[src/rtl/pool_pkg.sv]
// Shared definitions for the pooling unit: FSM state encoding, pooling
// mode encodings and the accumulator width derivation.
package pool_pkg;

    typedef enum logic [1:0] {
        ST_IDLE  = 2'd0,
        ST_ACC   = 2'd1,
        ST_SCALE = 2'd2,
        ST_DONE  = 2'd3
    } pool_state_t;

    localparam logic POOL_MAX = 1'b0;
    localparam logic POOL_AVG = 1'b1;

    // Accumulator width: enough headroom to sum 2^cnt_w - 1 elements of
    // data_w bits without wrapping.
    function automatic int acc_width(input int data_w, input int cnt_w);
        return data_w + cnt_w;
    endfunction

endpackage

[src/rtl/pool_lane.sv]
// One channel lane of the pooling datapath: running signed maximum, and
// (when POOL_AVG_EN is defined) sign-extended accumulation followed by a
// single-cycle reciprocal multiply, round-half-up and saturation.
// Without POOL_AVG_EN only the max path exists; no accumulator or
// multiplier is built.
module pool_lane
    import pool_pkg::*;
#(
    parameter int DATA_W  = 16,
    parameter int CNT_W   = 16,
    parameter int RECIP_W = 16
) (
    input  logic               clk,
    input  logic               rst,
    input  logic               clr,
    input  logic               upd,
    input  logic               first,
    input  logic               scale,
    input  logic               mode,
    input  logic [RECIP_W-1:0] recip,
    input  logic [DATA_W-1:0]  din,
    output logic [DATA_W-1:0]  dout
);

    logic signed [DATA_W-1:0] din_s;
    logic signed [DATA_W-1:0] res_p0;

    assign din_s = $signed(din);
    assign dout  = res_p0;

`ifdef POOL_AVG_EN
    localparam int ACC_W = acc_width(DATA_W, CNT_W);
    localparam int PW    = ACC_W + RECIP_W + 1;

    localparam logic signed [PW-1:0]  HALF = PW'(1) << (RECIP_W - 1);
    localparam logic signed [ACC_W:0] SMAX = {{(ACC_W-DATA_W+2){1'b0}}, {(DATA_W-1){1'b1}}};
    localparam logic signed [ACC_W:0] SMIN = {{(ACC_W-DATA_W+2){1'b1}}, {(DATA_W-1){1'b0}}};

    logic signed [ACC_W-1:0] acc_p0;
    logic signed [PW-1:0]    prod;

    // Round half up, then drop the RECIP_W fractional bits (arithmetic shift).
    function automatic logic signed [ACC_W:0] round_shift(input logic signed [PW-1:0] p);
        logic signed [PW-1:0] t;
        t = p + HALF;
        return t[PW-1:RECIP_W];
    endfunction

    // Clamp to the signed DATA_W range.
    function automatic logic signed [DATA_W-1:0] sat_data(input logic signed [ACC_W:0] v);
        logic signed [ACC_W:0] c;
        if (v > SMAX)
            c = SMAX;
        else if (v < SMIN)
            c = SMIN;
        else
            c = v;
        return c[DATA_W-1:0];
    endfunction

    // recip is unsigned Q0.RECIP_W, so it enters the signed product zero-extended.
    assign prod = PW'(acc_p0) * PW'($signed({1'b0, recip}));

    // Result register: running max in max mode, scaled average in SCALE.
    always_ff @(posedge clk) begin
        if (rst)
            res_p0 <= '0;
        else if (upd && (mode == POOL_MAX) && (first || (din_s > res_p0)))
            res_p0 <= din_s;
        else if (scale)
            res_p0 <= sat_data(round_shift(prod));
    end

    // Accumulator: cleared when a window opens, sums every accepted element.
    always_ff @(posedge clk) begin
        if (rst || clr)
            acc_p0 <= '0;
        else if (upd && (mode == POOL_AVG))
            acc_p0 <= acc_p0 + ACC_W'(din_s);
    end
`else
    logic unused_lane;
    assign unused_lane = (^{clr, scale, mode, recip}) ^ (CNT_W == 0);

    // Result register: first beat loads, later beats keep the signed maximum.
    always_ff @(posedge clk) begin
        if (rst)
            res_p0 <= '0;
        else if (upd && (first || (din_s > res_p0)))
            res_p0 <= din_s;
    end
`endif

endmodule

[src/rtl/pool_unit.sv]
// Pooling unit top: window control FSM (IDLE/ACC/SCALE/DONE), beat counter
// and CH parallel pool_lane datapaths. Optional average pooling is enabled
// by defining POOL_AVG_EN; otherwise every window is max pool and
// mode/recip are ignored.
module pool_unit
    import pool_pkg::*;
#(
    parameter int DATA_W  = 16,
    parameter int CH      = 4,
    parameter int CNT_W   = 16,
    parameter int RECIP_W = 16
) (
    input  logic                 clk,
    input  logic                 rst,
    input  logic                 start,
    input  logic                 mode,
    input  logic [CNT_W-1:0]     op_num,
    input  logic [RECIP_W-1:0]   recip,
    input  logic                 in_valid,
    output logic                 in_ready,
    input  logic [CH*DATA_W-1:0] in_data,
    output logic                 out_valid,
    input  logic                 out_ready,
    output logic [CH*DATA_W-1:0] out_data,
    output logic                 busy
);

    pool_state_t        state;
    logic               mode_r;
    logic [CNT_W-1:0]   num_r;
    logic [CNT_W-1:0]   cnt;
    logic [RECIP_W-1:0] recip_r;
    logic               accept;
    logic               first_beat;
    logic               last_beat;
    logic               clr;
    logic               scale_en;

    assign accept     = in_valid && in_ready;
    assign first_beat = (cnt == '0);
    assign last_beat  = ((cnt + CNT_W'(1)) == num_r);
    assign clr        = (state == ST_IDLE) && start;
    assign scale_en   = (state == ST_SCALE);

    // Control FSM with registered handshake/status outputs and beat counter.
    always_ff @(posedge clk) begin
        if (rst) begin
            state     <= ST_IDLE;
            in_ready  <= 1'b0;
            out_valid <= 1'b0;
            busy      <= 1'b0;
            cnt       <= '0;
            num_r     <= '0;
            mode_r    <= POOL_MAX;
        end else begin
            case (state)
                ST_IDLE: begin
                    if (start) begin
                        state    <= ST_ACC;
                        in_ready <= 1'b1;
                        busy     <= 1'b1;
                        cnt      <= '0;
                        num_r    <= (op_num == '0) ? CNT_W'(1) : op_num;
`ifdef POOL_AVG_EN
                        mode_r   <= mode;
`else
                        mode_r   <= POOL_MAX;
`endif
                    end
                end
                ST_ACC: begin
                    if (accept) begin
                        cnt <= cnt + CNT_W'(1);
                        if (last_beat) begin
                            in_ready <= 1'b0;
                            if (mode_r == POOL_AVG) begin
                                state <= ST_SCALE;
                            end else begin
                                state     <= ST_DONE;
                                out_valid <= 1'b1;
                            end
                        end
                    end
                end
                ST_SCALE: begin
                    state     <= ST_DONE;
                    out_valid <= 1'b1;
                end
                ST_DONE: begin
                    if (out_ready) begin
                        state     <= ST_IDLE;
                        out_valid <= 1'b0;
                        busy      <= 1'b0;
                    end
                end
                default: begin
                    state     <= ST_IDLE;
                    in_ready  <= 1'b0;
                    out_valid <= 1'b0;
                    busy      <= 1'b0;
                end
            endcase
        end
    end

`ifdef POOL_AVG_EN
    // Reciprocal is captured when the window opens.
    always_ff @(posedge clk) begin
        if (rst)
            recip_r <= '0;
        else if (clr)
            recip_r <= recip;
    end
`else
    logic unused_cfg;
    assign recip_r    = '0;
    assign unused_cfg = ^{mode, recip};
`endif

    for (genvar k = 0; k < CH; k++) begin : g_lane
        pool_lane #(
            .DATA_W  (DATA_W),
            .CNT_W   (CNT_W),
            .RECIP_W (RECIP_W)
        ) u_lane (
            .clk   (clk),
            .rst   (rst),
            .clr   (clr),
            .upd   (accept),
            .first (first_beat),
            .scale (scale_en),
            .mode  (mode_r),
            .recip (recip_r),
            .din   (in_data[k*DATA_W +: DATA_W]),
            .dout  (out_data[k*DATA_W +: DATA_W])
        );
    end

endmodule

[config.mk]
export PLATFORM = sky130hd
export DESIGN_NAME = pool_unit
export DESIGN_NICKNAME = d
export VERILOG_FILES = /design/src/rtl/pool_pkg.sv /design/src/rtl/pool_lane.sv /design/src/rtl/pool_unit.sv
export SDC_FILE = /design/constraint.sdc
export NUM_CORES = 1
export LEC_CHECK = 0
export CELL_PAD_IN_SITES_DETAIL_PLACEMENT = 1
export CELL_PAD_IN_SITES_GLOBAL_PLACEMENT = 2
export CORE_ASPECT_RATIO = 0.7
export CORE_UTILIZATION = 31
export DETAILED_ROUTE_END_ITERATION = 10
export PLACE_DENSITY_LB_ADDON = 0.08
export SETUP_SLACK_MARGIN = 0.05
export SLEW_MARGIN = 20
export SYNTH_ARGS = -nofsm -noshare
export SYNTH_HDL_FRONTEND = slang
export SYNTH_SLANG_ARGS = --single-unit
[constraint.sdc]
create_clock -name clk -period 6.8 [get_ports clk]
set_input_delay 0.68 -clock clk [delete_from_list [all_inputs] [get_ports clk]]
set_output_delay 0.68 -clock clk [all_outputs]
set_load 0.1 [all_outputs]
=== Yosys cells after proc, flatten, opt, wreduce, memory -nomap -nowiden ===
Cells that the tools add are included.

* Bits in registers: 101
* Input port bits: 102
* Output and inout port bits: 67
* Word-level logic and storage cells: 62

* $add $sub $neg: 1
* Order comparisons: 4
* Eq/ne operators: 8
* Muxes and demuxes: 18
* Reductions and logical operators: 21

{| class="wikitable"
|+ Operators with widths
! operator !! count
|-
| 16-bit greater-than comparator || 4
|-
| 16-bit 2-to-1 mux || 3
|-
| 16-bit zero test || 2
|-
| 16-bit one-hot mux with 2 select lines || 1
|-
| 16-bit by 1-bit adder with 16-bit output, second input constant || 1
|-
| 16-bit == test || 1
|-
| 4-bit AND reduction || 3
|-
| 2-bit 2-to-1 mux || 4
|-
| 2-bit one-hot mux with 4 select lines || 1
|-
| 1-bit 2-to-1 mux || 6
|-
| 2-bit inequality test, second input constant || 3
|-
| 3-bit AND reduction || 2
|-
| 1-bit logical AND || 5
|-
| 2-bit == test, second input constant || 2
|-
| 1-bit logical OR || 4
|-
| 1-bit one-hot mux with 2 select lines || 2
|-
| 2-bit nonzero test || 2
|-
| 1-bit one-hot mux with 3 select lines || 1
|-
| 3-bit nonzero test || 1
|-
| 2-bit by 1-bit == test with 1-bit output, second input constant || 1
|-
| 2-bit zero test || 1
|-
| 2-bit by 1-bit inequality test with 1-bit output, second input constant || 1
|-
| 2-bit AND reduction || 1
|}

=== Depth between registers and ports, before layout ===
* Word-level depth: 5
* Depth in mapped cells: 11
* Depth with buffers taken out: 9

=== Hierarchy ===
A second synthesis with hierarchy kept.

* Cell total of the unflattened synthesis: 811
* Area, all modules: 6899.1 sq um

{| class="wikitable"
|+ By module, submodules not included
! module !! times used !! cells an instance !! area each (sq um) !! sequential area each (sq um)
|-
| pool_lane at g_lane[0].u_lane ... || 3 || 130 || 1167.4 || 320.3
|-
| pool_unit || 1 || 290 || 2223.4 || 740.7
|-
| pool_lane at g_lane[1].u_lane || 1 || 131 || 1173.6 || 320.3
|}

=== Least setup slack after synthesis ===
OpenSTA, ideal clock, no wires.

* Path type: flip-flop to flip-flop
* Start point: register g_lane[3].u_lane.res_p0[15]
* End point: register g_lane[3].u_lane.res_p0[0]
* Setup time: 106 ps
* Arrival time: 3137 ps
* Required time: 6694 ps
* Path slack: 3557 ps
* Cell stages (with the launch flop): 12
* Buffers on the path: 2
* Clock period less this slack: 3243 ps
* Cells stage by stage: dfxtp_1 inv_1 ha_1 and4_1 nand2_1 or2_2 o21ai_1 nor2b_1 clkbuf_1 clkbuf_1 a31oi_1 o311ai_0

* Longest elaborated chain between the ends: 3

{| class="wikitable"
|+ Ends and longest elaborated chain
! element !! RTL line !! RTL
|-
| start: declaration || pool_lane.sv:26 || <nowiki>logic signed [DATA_W-1:0] res_p0;</nowiki>
|-
| start signal: assignment || pool_lane.sv:90 || <nowiki>res_p0 <= din_s;</nowiki>
|-
| 16-bit greater-than comparator || pool_lane.sv:89 || <nowiki>else if (upd && (first || (din_s > res_p0)))</nowiki>
|-
| 1-bit logical OR || pool_lane.sv:89 ||
|-
| 1-bit logical AND || pool_lane.sv:89 ||
|}

No other way between the ends.
A chain may end at the register's enable or synchronous reset.

=== Final worst setup path ===
* Start point: register cnt[0]
* End point: register g_lane[2].u_lane.res_p0[1]

* Longest elaborated chain between the ends: 3

{| class="wikitable"
|+ Ends and longest elaborated chain
! element !! RTL line !! RTL
|-
| start: declaration || pool_unit.sv:31 || <nowiki>logic [CNT_W-1:0] cnt;</nowiki>
|-
| start signal: assignment || pool_unit.sv:73 || <nowiki>cnt <= cnt + CNT_W'(1);</nowiki>
|-
| 16-bit zero test || pool_unit.sv:40 || <nowiki>assign first_beat = (cnt == '0);</nowiki>
|-
| 1-bit logical OR || pool_lane.sv:89 ||
|-
| 1-bit logical AND || pool_lane.sv:89 ||
|-
| end signal: assignment || pool_lane.sv:90 ||
|-
| end: declaration || pool_lane.sv:26 ||
|}

No other way between the ends.

==> results.sh <==
export IMPL_synth_ff_type="dfxtp_1"
export IMPL_cp_arrival_ps=3650
export IMPL_wl_per_cell_um=17.3
export IMPL_cts_made_buffers=9
export IMPL_post_route_util=0.408
export IMPL_synth_nets=1087
export IMPL_clock_skew_ps=10.4
export IMPL_crit_type="flip-flop to flip-flop"
export IMPL_fmax_mhz=292
export IMPL_ys_async_sr_fraction=0
export IMPL_dp_hpwl_um=16600
export IMPL_finalWirelength_um=23200
export IMPL_reg2regPathDepth=10
export IMPL_drive_gt1_frac=0.0458
export IMPL_first_pass_iters=4
export IMPL_slew_viol_final=0
export IMPL_cts_setup_buffers=0
export IMPL_p_per_area_nw_per_um2=322
export IMPL_insertion_delay_ps=360
export IMPL_tightestPinTransition_ps=1080
export IMPL_cts_tree="done"
export IMPL_maxCapViolCount=0
export IMPL_antenna_found_initial=1
export IMPL_min_path_cells=2
export IMPL_ios=169
export IMPL_endpoint_kind="flip-flop"
export IMPL_hold_start="num_r[8]"
export IMPL_grt_max_degree=95
export IMPL_ys_ff_latch=101
export IMPL_p_leak_nw=3.30
export IMPL_cp_required_ps=7030
export IMPL_synth_avg_cell_area_um2=7.82
export IMPL_vias=7053
export IMPL_synth_edf_count=0
export IMPL_syn_inst=914
export IMPL_fin_crit_ps=3430
export IMPL_tns_ps=0
export IMPL_final_cells=1339
export IMPL_cts_buffer_depth=2
export IMPL_timing_final_hold_violations=0
export IMPL_holdBufCountCts=0
export IMPL_cts_root_buf="clkbuf_16"
export IMPL_cp_start_kind="flip-flop"
export IMPL_via_per_inst=5.27
export IMPL_hold_end="num_r[8]"
export IMPL_synth_seq_area_share=0.283
export IMPL_syn_area_um2=7150
export IMPL_area_growth_syn_to_layout_pct=29.1
export IMPL_r2r_end="g_lane[2].u_lane.dout[1]"
export IMPL_rr_startpoint="cnt[0]"
export IMPL_antenna_left=0
export IMPL_cp_max_fo=52
export IMPL_globalplace_congestion=0.752
export IMPL_status="finished, final reports clean"
export IMPL_synth_largest_area_cell="dfxtp_1"
export IMPL_drt_iter0_drc=333
export IMPL_yosys_warnings=0
export IMPL_die_w_um=183
export IMPL_start_util=0.316
export IMPL_period_share=0.504
export IMPL_grt_pass1_wl_um=38000
export IMPL_track_usage=0.202
export IMPL_cts_sinks=101
export IMPL_ys_types=59
export IMPL_finalSetupViolCount=0
export IMPL_post_place_cells=1322
export IMPL_yosys_area_top_type_share=0.283
export IMPL_grt_remaining_overflow=0
export IMPL_die_area_um2=23700
export IMPL_fp_coreArea_um2=22600
export IMPL_clkTransAtPathRegs_ps=80
export IMPL_holdCritPathClass="flip-flop to flip-flop"
export IMPL_yosysMostFrequentCell="nand2_1"
export IMPL_drc=0
export IMPL_h_tree_depth=3
export IMPL_synth_area_top_cells="dfxtp_1, ha_1, nand4b_1"
export IMPL_grt_pass1_vias=6965
export IMPL_synth_common_cells="nand2_1, dfxtp_1, inv_1"
export IMPL_maxSlewHeadroom=0.280
export IMPL_rows=46
export IMPL_vdd_ir_drop_worst_v=0.000203
export IMPL_rsz0062_at_grt="no"
export IMPL_die_y_um=129
export IMPL_finalNetCount=1194
export IMPL_rrSetupSlack_ps=3370
export IMPL_portBuffers=151
export IMPL_ctsResizeCount=0
-- stage by stage --
stage / instance area, um^2 / power, W / worst slack (ps) / hold slack [ps]
global route: 9220 / 0.00316 / 3110 / 508
detailed placement: 8920 / 0.00246 / 2960 / 471
finish: 9230 / 0.00297 / 3370 / 479
global placement: 8920 / 0.00245 / 2970 / 463
floorplan: 7150 / 0.00199 / 3560 / 448
CTS: 9210 / 0.00300 / 3330 / 481
-- flip-flops by register name, indices dropped and copies added, names as in the netlist --
register and cells:
in_ready 1, busy 1, out_valid 1, num_r 16, state 2, g_lane.u_lane.dout 64, cnt 16
-- cell type report --
class | count | area (um^2)
Multi-Input combinational cell | 663 | 4600
Antenna cell | 1 | 2.50
Clock buffer | 10 | 239
Clock inverter | 6 | 45.0
Fill cell | 2727 | 13400
Inverter | 79 | 299
Tap cell | 312 | 390
Sequential cell | 101 | 2020
Timing Repair Buffer | 167 | 1630
-- layout by cell type (no fill, tap or decap), types with 4 or more instances in the layout --
master and n:
a21o_1 13, a21oi_1 51, a31oi_1 49, and4_1 4
buf_4 16, clkbuf_16 9, clkdlybuf4s50_1 150, dfxtp_1 101
ha_1 71, inv_1 78, mux2i_1 17, nand2_1 110
nand2b_1 5, nand3_1 10, nand4_1 13, nand4b_1 48
nor2_1 45, nor2b_1 7, nor3_1 56, nor4_1 10
o21a_1 6, o21ai_0 19, o311ai_0 47, or3_1 5
xnor2_1 20, xor2_1 6
-- critical path: stages, from the launching register on --
cell and delay, ps:
dfxtp_1 510, inv_1 80, ha_1 200, nor4b_1 140, nand4_1 90, buf_4 540, nand3b_1 120, or4_1 410
nand3_1 810, mux2i_1 280, nor2_1 60
-- how the worst max path moves through the flow --
| stage | slack, ps | from | end | cells after the start |
|---|---|---|---|---|
| final | 3370 | cnt[0] | g_lane[2].u_lane.dout[1] | 10 |
| after global routing | 3110 | cnt[0] | g_lane[2].u_lane.dout[15] | 10 |
| after CTS | 3330 | in_data[21] | g_lane[1].u_lane.dout[1] | 10 |
| after detailed placement | 2960 | in_data[21] | g_lane[1].u_lane.dout[1] | 10 |
| after global placement | 2970 | in_data[21] | g_lane[1].u_lane.dout[7] | 10 |
| after floorplan | 3560 | g_lane[3].u_lane.dout[15] | g_lane[3].u_lane.dout[0] | 11 |
-- power breakdown --
part	internal, W	switching, W
logic	0.000474	0.00115
registers	0.000702	0.000115
clock network	0.000263	0.000265
-- logic make-up (layout without fill, tap and decap cells) --
group                      count (synthesis)  count (layout)  synth area share
AOI/OAI and AO/OA                        216             216             0.205
xor gates and xnor gates                  26              26            0.0319
adders and majority gates                 71              71             0.124
buffers and inverters                    150             262            0.0798
DFF                                      101             101             0.283
muxes                                     18              18            0.0254
other                                      0               1                 0
and+or+nand+nor                          332             332             0.251
-- layer usage --
layer  part of all wire  vias up  global-route usage
li1                   -     3570                   -
met1               0.54     3338               0.302
met2               0.42      143               0.297
met3              0.040        2              0.0391
met4             0.0022        0              0.0402
met5                  0        -                   0
(Power assumes the default switching activity.)
